**config.mk**
```make
export PLATFORM = sky130hd
export DESIGN_NAME = regfile_wb_arbiter_flat
export DESIGN_NICKNAME = d
export VERILOG_FILES = /design/src/rtl/regfile_wb_arbiter_if.sv /design/src/rtl/regfile_wb_arbiter.sv /design/src/flat_wrapper.sv
export SDC_FILE = /design/constraint.sdc
export NUM_CORES = 1
export LEC_CHECK = 0
export CAP_MARGIN = 10
export CORE_ASPECT_RATIO = 1.25
export CORE_MARGIN = 1
export CORE_UTILIZATION = 46
export CTS_CLUSTER_DIAMETER = 40
export DETAILED_ROUTE_END_ITERATION = 16
export GPL_ROUTABILITY_DRIVEN = 0
export GPL_TIMING_DRIVEN = 0
export PLACE_DENSITY_LB_ADDON = 0.1
export SLEW_MARGIN = 25
export SYNTH_ARGS = -nofsm -noshare
export SYNTH_HDL_FRONTEND = slang
export SYNTH_SLANG_ARGS = --single-unit
```
**constraint.sdc**
```tcl
create_clock -name clk -period 3.7 [get_ports clk]
set_input_delay 0.555 -clock clk [delete_from_list [all_inputs] [get_ports clk]]
set_output_delay 0.555 -clock clk [all_outputs]
set_load 0.02 [all_outputs]
```
**src/rtl/regfile_wb_arbiter_if.sv**
```systemverilog
// regfile_wb_arbiter_if: handshake and write-port bundle for the write-back arbiter
//   alu_*  : requester 0 valid/index/data in, ready out
//   lsu_*  : requester 1 valid/index/data in, ready out
//   wr_*   : registered register-file write port
//   conflict_cnt : saturating count of cycles with both valids high
//   modport slave  : arbiter side
//   modport master : producer / register-file side
interface regfile_wb_arbiter_if #(
   parameter int DATA_W = 32,
   parameter int IDX_W = 5
);
   logic alu_valid;
   logic [IDX_W-1:0] alu_index;
   logic [DATA_W-1:0] alu_data;
   logic alu_ready;
   logic lsu_valid;
   logic [IDX_W-1:0] lsu_index;
   logic [DATA_W-1:0] lsu_data;
   logic lsu_ready;
   logic wr_en;
   logic [IDX_W-1:0] wr_index;
   logic [DATA_W-1:0] wr_data;
   logic [15:0] conflict_cnt;
   modport slave (
      input alu_valid, alu_index, alu_data, lsu_valid, lsu_index, lsu_data,
      output alu_ready, lsu_ready, wr_en, wr_index, wr_data, conflict_cnt
   );
   modport master (
      output alu_valid, alu_index, alu_data, lsu_valid, lsu_index, lsu_data,
      input alu_ready, lsu_ready, wr_en, wr_index, wr_data, conflict_cnt
   );
endinterface

```
**src/rtl/regfile_wb_arbiter.sv**
```systemverilog
// regfile_wb_arbiter: shares the register-file write port between ALU and LSU
//   clk     : rising-edge clock
//   reset_n : asynchronous active-low reset
//   bus     : regfile_wb_arbiter_if.slave (handshakes, write port, conflict count)
//   WB_ARB_RR_EN defined selects round-robin; otherwise LSU-first with a
//   MAX_WAIT starvation bound on the ALU.
module regfile_wb_arbiter #(
   parameter int DATA_W = 32,
   parameter int IDX_W = 5,
   parameter int MAX_WAIT = 3
) (
   input logic clk,
   input logic reset_n,
   regfile_wb_arbiter_if.slave bus
);
   localparam logic [3:0] MAX_W = 4'(MAX_WAIT);
   logic [3:0] wait0_q, wait0_d, wait1_q, wait1_d;
   logic wr_en_q, wr_en_d;
   logic [IDX_W-1:0] wr_index_q, wr_index_d, sel_index;
   logic [DATA_W-1:0] wr_data_q, wr_data_d, sel_data;
   logic [15:0] cnt_q, cnt_d;
   logic grant0, grant1;
`ifdef WB_ARB_RR_EN
   logic last_q, last_d;
`endif
   always_comb begin
`ifdef WB_ARB_RR_EN
      // last_q=1 means the LSU won last, so the ALU takes the conflict
      grant0 = bus.alu_valid & (~bus.lsu_valid | last_q);
`else
      grant0 = bus.alu_valid & (~bus.lsu_valid | (wait0_q == MAX_W));
`endif
      grant1 = bus.lsu_valid & ~grant0;
      sel_index = grant0 ? bus.alu_index : bus.lsu_index;
      sel_data = grant0 ? bus.alu_data : bus.lsu_data;
      // writes to x0 are accepted but never reach the register file
      wr_en_d = (grant0 | grant1) & (sel_index != '0);
      wr_index_d = wr_en_d ? sel_index : wr_index_q;
      wr_data_d = wr_en_d ? sel_data : wr_data_q;
      wait0_d = (bus.alu_valid & ~grant0) ? ((wait0_q == MAX_W) ? wait0_q : wait0_q + 4'd1) : 4'd0;
      wait1_d = (bus.lsu_valid & ~grant1) ? ((wait1_q == MAX_W) ? wait1_q : wait1_q + 4'd1) : 4'd0;
      cnt_d = (bus.alu_valid & bus.lsu_valid & (cnt_q != 16'hFFFF)) ? cnt_q + 16'd1 : cnt_q;
`ifdef WB_ARB_RR_EN
      last_d = grant0 ? 1'b0 : (grant1 ? 1'b1 : last_q);
`endif
   end
   always_ff @(posedge clk or negedge reset_n) begin
      if (!reset_n) begin
         wait0_q <= '0;
         wait1_q <= '0;
         wr_en_q <= 1'b0;
         wr_index_q <= '0;
         wr_data_q <= '0;
         cnt_q <= '0;
`ifdef WB_ARB_RR_EN
         last_q <= 1'b1;
`endif
      end else begin
         wait0_q <= wait0_d;
         wait1_q <= wait1_d;
         wr_en_q <= wr_en_d;
         wr_index_q <= wr_index_d;
         wr_data_q <= wr_data_d;
         cnt_q <= cnt_d;
`ifdef WB_ARB_RR_EN
         last_q <= last_d;
`endif
      end
   end
   assign bus.alu_ready = grant0;
   assign bus.lsu_ready = grant1;
   assign bus.wr_en = wr_en_q;
   assign bus.wr_index = wr_index_q;
   assign bus.wr_data = wr_data_q;
   assign bus.conflict_cnt = cnt_q;
endmodule

```
**src/flat_wrapper.sv**
```systemverilog
// flat-port wrapper written by rule: the top's interface ports become plain ports
module regfile_wb_arbiter_flat 
#(
   parameter int DATA_W = 32,
   parameter int IDX_W = 5,
   parameter int MAX_WAIT = 3
)
  (clk, reset_n, bus_alu_valid, bus_alu_index, bus_alu_data, bus_lsu_valid, bus_lsu_index, bus_lsu_data, bus_alu_ready, bus_lsu_ready, bus_wr_en, bus_wr_index, bus_wr_data, bus_conflict_cnt);
  regfile_wb_arbiter_if #(.DATA_W(DATA_W), .IDX_W(IDX_W)) bus_i ();
  input logic clk;
  input logic reset_n;
  input wire logic [$bits(bus_i.alu_valid)-1:0] bus_alu_valid;
  input wire logic [$bits(bus_i.alu_index)-1:0] bus_alu_index;
  input wire logic [$bits(bus_i.alu_data)-1:0] bus_alu_data;
  input wire logic [$bits(bus_i.lsu_valid)-1:0] bus_lsu_valid;
  input wire logic [$bits(bus_i.lsu_index)-1:0] bus_lsu_index;
  input wire logic [$bits(bus_i.lsu_data)-1:0] bus_lsu_data;
  output wire logic [$bits(bus_i.alu_ready)-1:0] bus_alu_ready;
  output wire logic [$bits(bus_i.lsu_ready)-1:0] bus_lsu_ready;
  output wire logic [$bits(bus_i.wr_en)-1:0] bus_wr_en;
  output wire logic [$bits(bus_i.wr_index)-1:0] bus_wr_index;
  output wire logic [$bits(bus_i.wr_data)-1:0] bus_wr_data;
  output wire logic [$bits(bus_i.conflict_cnt)-1:0] bus_conflict_cnt;
  assign bus_i.alu_valid = bus_alu_valid;
  assign bus_i.alu_index = bus_alu_index;
  assign bus_i.alu_data = bus_alu_data;
  assign bus_i.lsu_valid = bus_lsu_valid;
  assign bus_i.lsu_index = bus_lsu_index;
  assign bus_i.lsu_data = bus_lsu_data;
  assign bus_alu_ready = bus_i.alu_ready;
  assign bus_lsu_ready = bus_i.lsu_ready;
  assign bus_wr_en = bus_i.wr_en;
  assign bus_wr_index = bus_i.wr_index;
  assign bus_wr_data = bus_i.wr_data;
  assign bus_conflict_cnt = bus_i.conflict_cnt;
  regfile_wb_arbiter #(.DATA_W(DATA_W), .IDX_W(IDX_W), .MAX_WAIT(MAX_WAIT)) u_core (.clk(clk), .reset_n(reset_n), .bus(bus_i));
endmodule
```
== Word level (Yosys, flattened, before mapping) ==
Index checks and enable logic that the tools add are counted.
Operators by class
  $add $sub $neg: 2
  eq/ne operators: 3
  muxes and demuxes: 4
  bitwise logic cells: 10
  reductions and logical operators: 1
Operator list (count)
  $mux 32: 1
  $add 16x1->16 const B: 1
  $ne 16x16->1 const B: 1
  $mux 4: 2
  $and 1x1->1: 6
  $mux 5: 1
  $reduce_bool 5->1: 1
  $add 4x1->4 const B: 1
  $eq 4x2->1 const B: 1
  $ne 2x2->1 const B: 1
  $not 1->1: 2
  $or 1x1->1: 2
Storage, ports and cells
  register bits after elaboration: 58
  bits of input ports: 78
  output and inout port bits: 56
  logic and storage cells: 25

== Logic depth before layout (Yosys ltp) ==
Gate-level depths: netlist (run 1).
  depth in word-level cells: 7
  mapped depth: 8
  depth with buffers taken out: 6

== Worst setup path before layout (run 1) ==
No wires, ideal clock.
  path kind: register -> register
  start: register u_core.wait0_q[0]
  end: register u_core.wr_data_q[13], in the netlist u_core.bus.wr_data[13]
  setup time: 0.125 ns
  arrival time: 1.899 ns
  required time: 3.575 ns
  setup slack: 1.676 ns
  cell stages (with the launch flop): 8
  path buffers: 2
  period minus slack after synthesis: 2.024 ns
  cell sequence: dfrtp_1 > ha_1 > and4bb_1 > a21oi_2 > buf_6 > buf_6 > mux2_4 > mux2_4
On the way
  cells in the longest elaborated chain, start to end: 7
  elaborated cells on any way between the ends: 10
  classes of those cells: 1 x eq/ne; 2 x mux; 6 x bitwise; 1 x reduce/logical
Ends and longest elaborated chain
  start, declared: line regfile_wb_arbiter.sv:17  | logic [3:0] wait0_q, wait0_d, wait1_q, wait1_d;
  start signal, assigned: line regfile_wb_arbiter.sv:59  | wait0_q <= wait0_d;
  $eq 4x2->1 (*): line regfile_wb_arbiter.sv:31  | grant0 = bus.alu_valid & (~bus.lsu_valid | (wait0_q == MAX_W));
  $or 1x1->1 (*): line regfile_wb_arbiter.sv:31
  $and 1x1->1 (*): line regfile_wb_arbiter.sv:31
  $not 1->1: line regfile_wb_arbiter.sv:33  | grant1 = bus.lsu_valid & ~grant0;
  $and 1x1->1: line regfile_wb_arbiter.sv:33
  $or 1x1->1: line regfile_wb_arbiter.sv:37  | wr_en_d = (grant0 | grant1) & (sel_index != '0);
  $and 1x1->1: line regfile_wb_arbiter.sv:37
  end signal, assigned: line regfile_wb_arbiter.sv:63  | wr_data_q <= wr_data_d;
  end, declared: line regfile_wb_arbiter.sv:20  | logic [DATA_W-1:0] wr_data_q, wr_data_d, sel_data;
Mark *: on every way between the ends. The rest lies on a longest branch, timed or not.
A chain may end at the register's enable or synchronous reset.

== Final worst setup path (run 1) ==
  start: input port bus_alu_valid
  end: output port bus_alu_ready
On the way
  cells in the longest elaborated chain, start to end: 1
Ends and longest elaborated chain
  start, declared: line flat_wrapper.sv:12  | input wire logic [$bits(bus_i.alu_valid)-1:0] bus_alu_valid;
  $and 1x1->1: line regfile_wb_arbiter.sv:31
  end, declared: line flat_wrapper.sv:18  | output wire logic [$bits(bus_i.alu_ready)-1:0] bus_alu_ready;
Every way passes these cells.

==> results of run 1 <==
## cells by family after synthesis
| logic type | count (synthesis) | synth area share |
|---|---|---|
| AO/OA/AOI/OAI | 11 | 0.0303 |
| adder cells (fa/ha/maj) | 2 | 0.00809 |
| XOR/XNOR | 14 | 0.0396 |
| buffers and inverters | 12 | 0.0295 |
| flip-flops | 58 | 0.469 |
| multiplexers | 73 | 0.309 |
| AND/OR/NAND/NOR | 56 | 0.114 |
## through the flow
step	instance area [um^2]	util
CTS	4780	0.733
finish	4780	0.733
detailed placement	4560	0.699
global placement	4530	0.695
global route	4780	0.733
floorplan	3090	-
## sequential cells by signal, indices dropped and copies added (netlist names)
register,cells
u_core.bus.wr_data,32
u_core.bus.wr_en,1
u_core.bus.conflict_cnt,16
u_core.wait0_q,4
u_core.bus.wr_index,5
## cell usage in the layout (no fill, tap or decap), drive strengths merged, types with 5 or more instances in the layout
cell type,netlist,final
nor2,5,5
mux2,72,72
buf,7,9
dfrtp,58,58
nand4,7,7
nor4,6,6
clkbuf,1,15
nand3,13,13
xnor2,6,6
nand2,8,8
clkdlybuf4s50,0,132
xor2,8,8
## worst max path at each step
stage	start	to	slack, ns
detailed placement	bus_alu_valid	bus_alu_ready	0.54
global placement	reset_n	u_core.bus.conflict_cnt[2]	0.19
CTS	bus_alu_valid	bus_alu_ready	0.54
finish	bus_alu_valid	bus_alu_ready	0.55
global route	bus_alu_valid	bus_alu_ready	0.44
floorplan	u_core.wait0_q[0]	u_core.bus.wr_data[13]	1.68
## layer usage
metal  GRT usage  up-vias
met1       0.253     1156
met5           0        -
met3      0.0730        7
li1            -     1136
met2       0.378       76
met4      0.0787        0
## critical path: cells and delay by family
family	cells	cell delay (ns)
AND/OR/NAND/NOR	1	0.29
buffers and inverters	5	1.55
AO/OA/AOI/OAI	1	0.21
## layout make-up
| type | instances | area share |
|---|---|---|
| sequential | 58 | 0.304 |
| inverter | 4 | 0.00314 |
| clock buffer | 14 | 0.0403 |
| tap | 87 | 0.0228 |
| timing repair buffer | 134 | 0.284 |
| clock inverter | 1 | 0.00628 |
| multi-input combinational | 156 | 0.324 |
| buffer | 8 | 0.0160 |
## power by group through the flow
stage                     Sequential (W)  Clock, W  Combinational [W]
after floorplan                 0.000920         0           0.000211
after global placement          0.000814         0           0.000638
after detailed placement        0.000819         0           0.000647
after CTS                       0.000810  0.000656           0.000653
after global routing            0.000826  0.000680           0.000683
final                           0.000809  0.000638           0.000646
==> results.txt, run 1 <==
Delay of the slowest cell on the worst path -> 0.55 ns
Setup Skew -> 0.00732 ns
Commonest cells in the netlist -> dfrtp_1, mux2_4, mux2_2
Post-synth top area share -> 0.469
Remaining Overflow, GRT -> 0
Root buf cell -> clkbuf_8
RSZ-0062 raised after global routing -> no
Share of layout cells above drive strength 1 -> 0.232
Ys async rst share -> 1.00
Chip width -> 75.3 um
Worst-path clk slew -> 0.06 ns
Worst VDD drop -> 0.352 mV
Final worst slack -> 0.552 ns
Hold Crit Class -> in -> async
Reg2reg end -> u_core.bus.wr_data[2]
Postcts setup bufs -> 0
CP Data Arrival Time -> 2.59 ns
Leading area contributor after synthesis -> dfrtp_1
IO Port Bufs -> 133
Status -> finished clean
Num ports -> 134
Remaining DRCs -> 0
PwrDens -> 438 nW/um^2
Peak Freq -> 318 MHz
Clk_lat worst skew -> 0.33 ns
Critical path required time -> 3.14 ns
Fin. max-slew vios -> 0
Fin cells -> 462
First DRT Iteration DRCs -> 58
Met3 Wirelength -> 586 um
Bufs on Longest Clock Path -> 2
Cell count after synthesis -> 226
Min cycle time layout -> 3.15 ns
Final hold vios -> 0
Synth top area cells -> dfrtp_1, mux2_4, mux2_2, mux2_1, xor2_1
Top-count cell post-synth -> dfrtp_1
Largest net degree at the start of global routing -> 46
Die Area -> 7060 um^2
GRT Overall Usage -> 0.221
Gate power share -> 0.308
Hold slack -> 0.0777 ns
Initial antenna violation count -> 0
First-pass GRT wire length -> 11.5 mm
DP HPWL -> 5.50 mm
Most used DFF post-synth -> dfrtp_1
Slowest cell on crit path -> clkdlybuf4s50_1
Highest Signal Layer -> met4
Pint -> 0.00149 W
Antenna diodes -> 0
Multi-input logic area -> 1550 um^2
Least-Margin Pin Slew -> 0.460 ns
R2R Path Start -> u_core.wait0_q[0]
Warnings from Yosys -> 0
Num CTS Buffers -> 9
Htree depth -> 3
P&R area growth vs syn -> 54.6%
Final nets -> 451
CP cell instances -> clkdlybuf4s50_1, and4bb_1, a21oi_2, buf_6, buf_6, inv_1, clkdlybuf4s50_1
Fill cells -> 478
Synth Register Bits -> 58
Number of routed nets with antenna violations -> 0
Place WS -> 0.545 ns
Max_slew headroom -> 0.691
Detailed-route via count -> 2375
Final critical-path share of the clock period -> 0.851
Met1 Wirelength -> 3.05 mm
Hold bufs inserted after CTS -> 0
Pleak -> 2.08 nW
Post-synth cell types -> 40
Clock network power share -> 0.305
R2R setup slack -> 1.52 ns
Setup crit start kind -> input pin
Vias in the first global route -> 2404
CP endpoint kind -> primary output
CTS tree -> done
Switching portion of total power -> 0.287
Mapped Nets -> 306
Initial core utilization -> 0.474
Die height -> 93.7 um
Critical path peak fanout -> 10
Netlist area before placement -> 3090 um^2
Via-per-instance ratio -> 5.14
# setup viols final -> 0
DRT Pass-1 Iters -> 4
WL/cell -> 16.1 um
Psw -> 0.000600 W
CTS sink count -> 58
Routed WL -> 7.43 mm
Setup TNS Final -> 0 ns
Storage cell area -> 1450 um^2
Syn Area/Cell -> 13.7 um^2
Final total power -> 0.00209 W
Max cap viols -> 0
Post-CTS resize count -> 0
Critical path class -> in -> out
EDFF count, synth -> 0
# rows -> 33
Flop pwr share -> 0.387
Placed Cells incl. Taps -> 447
WL met2 -> 3.72 mm
Core ar. -> 6520 um^2
Sequential-to-total area share from yosys stat -> 0.469
R2R cell count -> 6
No activity file was read; power rests on OpenSTA's default activity.
==> run 2, diff against run 1 <==
--- a/config.mk
+++ b/config.mk
@@ -10,9 +10,9 @@
 export CORE_MARGIN = 1
 export CORE_UTILIZATION = 46
 export CTS_CLUSTER_DIAMETER = 40
+export CTS_CLUSTER_SIZE = 10
 export DETAILED_ROUTE_END_ITERATION = 16
 export GPL_ROUTABILITY_DRIVEN = 0
-export GPL_TIMING_DRIVEN = 0
 export PLACE_DENSITY_LB_ADDON = 0.1
 export SLEW_MARGIN = 25
 export SYNTH_ARGS = -nofsm -noshare
==> run 2 against run 1 <==
  * Global-route usage down 0.24 points
  * Register-to-register slack is essentially flat
  * Fmax up 12%
  * Setup slack better by 0.33 ns
  * Critical path depth decreased by 2
  * Combinational power shrank 2%
  * Routed wire length decreased by 2.0%
  * First-iteration DRC count increased by 84%
  * Critical path type unchanged
==> results.txt, run 2 (synthesis results as in run 1) <==
Status -> finished clean
Final nets -> 446
Pleak -> 2.03 nW
Vias in the first global route -> 2349
Routed WL -> 7.28 mm
P&R area growth vs syn -> 51.1%
Share of layout cells above drive strength 1 -> 0.222
Hold slack -> 0.332 ns
Commonest non-fill, non-tap cell in the layout -> clkdlybuf4s50_1
Reg2reg end -> u_core.bus.wr_data[27]
Final hold vios -> 0
Hold bufs inserted after CTS -> 0
R2R setup slack -> 1.51 ns
IO Port Bufs -> 133
Initial core utilization -> 0.474
Fin. max-slew vios -> 0
CP cell instances -> clkdlybuf4s50_1, and4bb_1, a21oi_4, inv_1, clkdlybuf4s50_1
First-pass GRT wire length -> 11.5 mm
DRT Pass-1 Iters -> 4
Num CTS Buffers -> 9
Post-CTS resize count -> 0
Htree depth -> 3
Critical path class -> in -> out
Peak Freq -> 354 MHz
Setup crit start kind -> input pin
Max FFs per register -> 32
Die Area -> 7060 um^2
Via-per-instance ratio -> 5.27
RSZ-0062 raised after global routing -> no
Largest net degree at the start of global routing -> 39
Remaining DRCs -> 0
Fin cells -> 457
Placed Cells incl. Taps -> 442
Slowest cell on crit path -> clkdlybuf4s50_1
Crit-path most repeated cell -> clkdlybuf4s50_1
DP HPWL -> 5.31 mm
R2R cell count -> 7
Buf/Inv on CP -> 3
Core ar. -> 6520 um^2
Delay of the slowest cell on the worst path -> 0.63 ns
Worst-path clk slew -> 0.07 ns
Least-Margin Pin Slew -> 0.886 ns
Setup TNS Final -> 0 ns
Setup Skew -> 0.00653 ns
Critical path's top delay family -> buffers and inverters
Bufs on Longest Clock Path -> 2
Final critical-path share of the clock period -> 0.763
Critical path required time -> 3.14 ns
Commonest cells after routing, fill and taps aside -> clkdlybuf4s50_1, dfrtp_1, mux2_4, mux2_2, mux2_1
Postcts setup bufs -> 0
Die height -> 93.7 um
CP Data Arrival Time -> 2.27 ns
# setup viols final -> 0
Max cap viols -> 0
Root buf cell -> clkbuf_8
Post-route core utilization -> 0.716
Remaining Overflow, GRT -> 0
Min cycle time layout -> 2.82 ns
Number of routed nets with antenna violations -> 0
R2R Path Start -> u_core.wait0_q[0]
Max_slew headroom -> 0.410
Num ports -> 134
First DRT Iteration DRCs -> 107
CTS sink count -> 58
CP endpoint kind -> primary output
Detailed-route via count -> 2407
Chip width -> 75.3 um
# rows -> 33
GRT Overall Usage -> 0.219
Critical path peak fanout -> 6
PwrDens -> 418 nW/um^2
Worst VDD drop -> 0.288 mV
Antenna diodes -> 0
WL/cell -> 15.9 um
Initial antenna violation count -> 0
Hold Crit Class -> in -> async
CTS tree -> done
Clk_lat worst skew -> 0.33 ns
run 2: cell types whose count changed in the layout (fill, tap and decap cells not counted):
| cell | previous run | this run |
|---|---|---|
| a21oi_4 | 0 | 1 |
| clkbuf_8 | 14 | 11 |
| a21oi_2 | 1 | 0 |
| buf_12 | 0 | 1 |
| buf_16 | 1 | 0 |
| clkinv_2 | 0 | 3 |
| buf_4 | 1 | 3 |
| bufinv_16 | 1 | 0 |
| buf_6 | 6 | 0 |
run 2: how the worst max path moves through the flow:
stage	startpoint	end	cells past startpoint
4_1_cts	bus_alu_valid	bus_alu_ready	5
3_5_place_dp	bus_alu_valid	u_core.bus.wr_data[27]	7
6_report	bus_alu_valid	bus_alu_ready	5
5_1_grt	bus_alu_valid	bus_alu_ready	5
2_1_floorplan	u_core.wait0_q[0]	u_core.bus.wr_data[13]	7
3_3_place_gp	bus_alu_valid	u_core.bus.wr_data[24]	7
run 2: per-layer routing:
metal / vias to the layer above / share of wire / routed length, um / GRT usage
met5: - / 0 / 0 / 0
met4: 0 / 0.015 / 108 / 0.0694
met3: 9 / 0.068 / 493 / 0.0558
met2: 88 / 0.48 / 3480 / 0.343
met1: 1194 / 0.44 / 3200 / 0.294
li1: 1116 / - / - / -
run 2: layout make-up:
| cell class | count | area (um^2) |
|---|---|---|
| inverters | 4 | 15.0 |
| clock buffers | 12 | 155 |
| well taps | 87 | 109 |
| multi-input cells | 156 | 1560 |
| clock inverters | 3 | 15.0 |
| fillers | 507 | 1850 |
| flip-flops and latches | 58 | 1450 |
| repair buffers | 137 | 1370 |
run 2: power breakdown:
part	total, W	switching [W]	internal [W]
logic	0.000636	0.000274	0.000362
clock network	0.000509	0.000237	0.000272
registers	0.000809	0.0000841	0.000725
total	0.00195	0.000595	0.00136
run 2: per-stage QoR:
stage | cell area, um^2 | total power [W] | setup slack, ns
global route | 4670 | 0.00206 | 0.804
global placement | 4500 | 0.00145 | 0.916
CTS | 4670 | 0.00198 | 0.872
floorplan | 3090 | 0.00113 | 1.68
finish | 4670 | 0.00195 | 0.877
detailed placement | 4500 | 0.00146 | 0.861
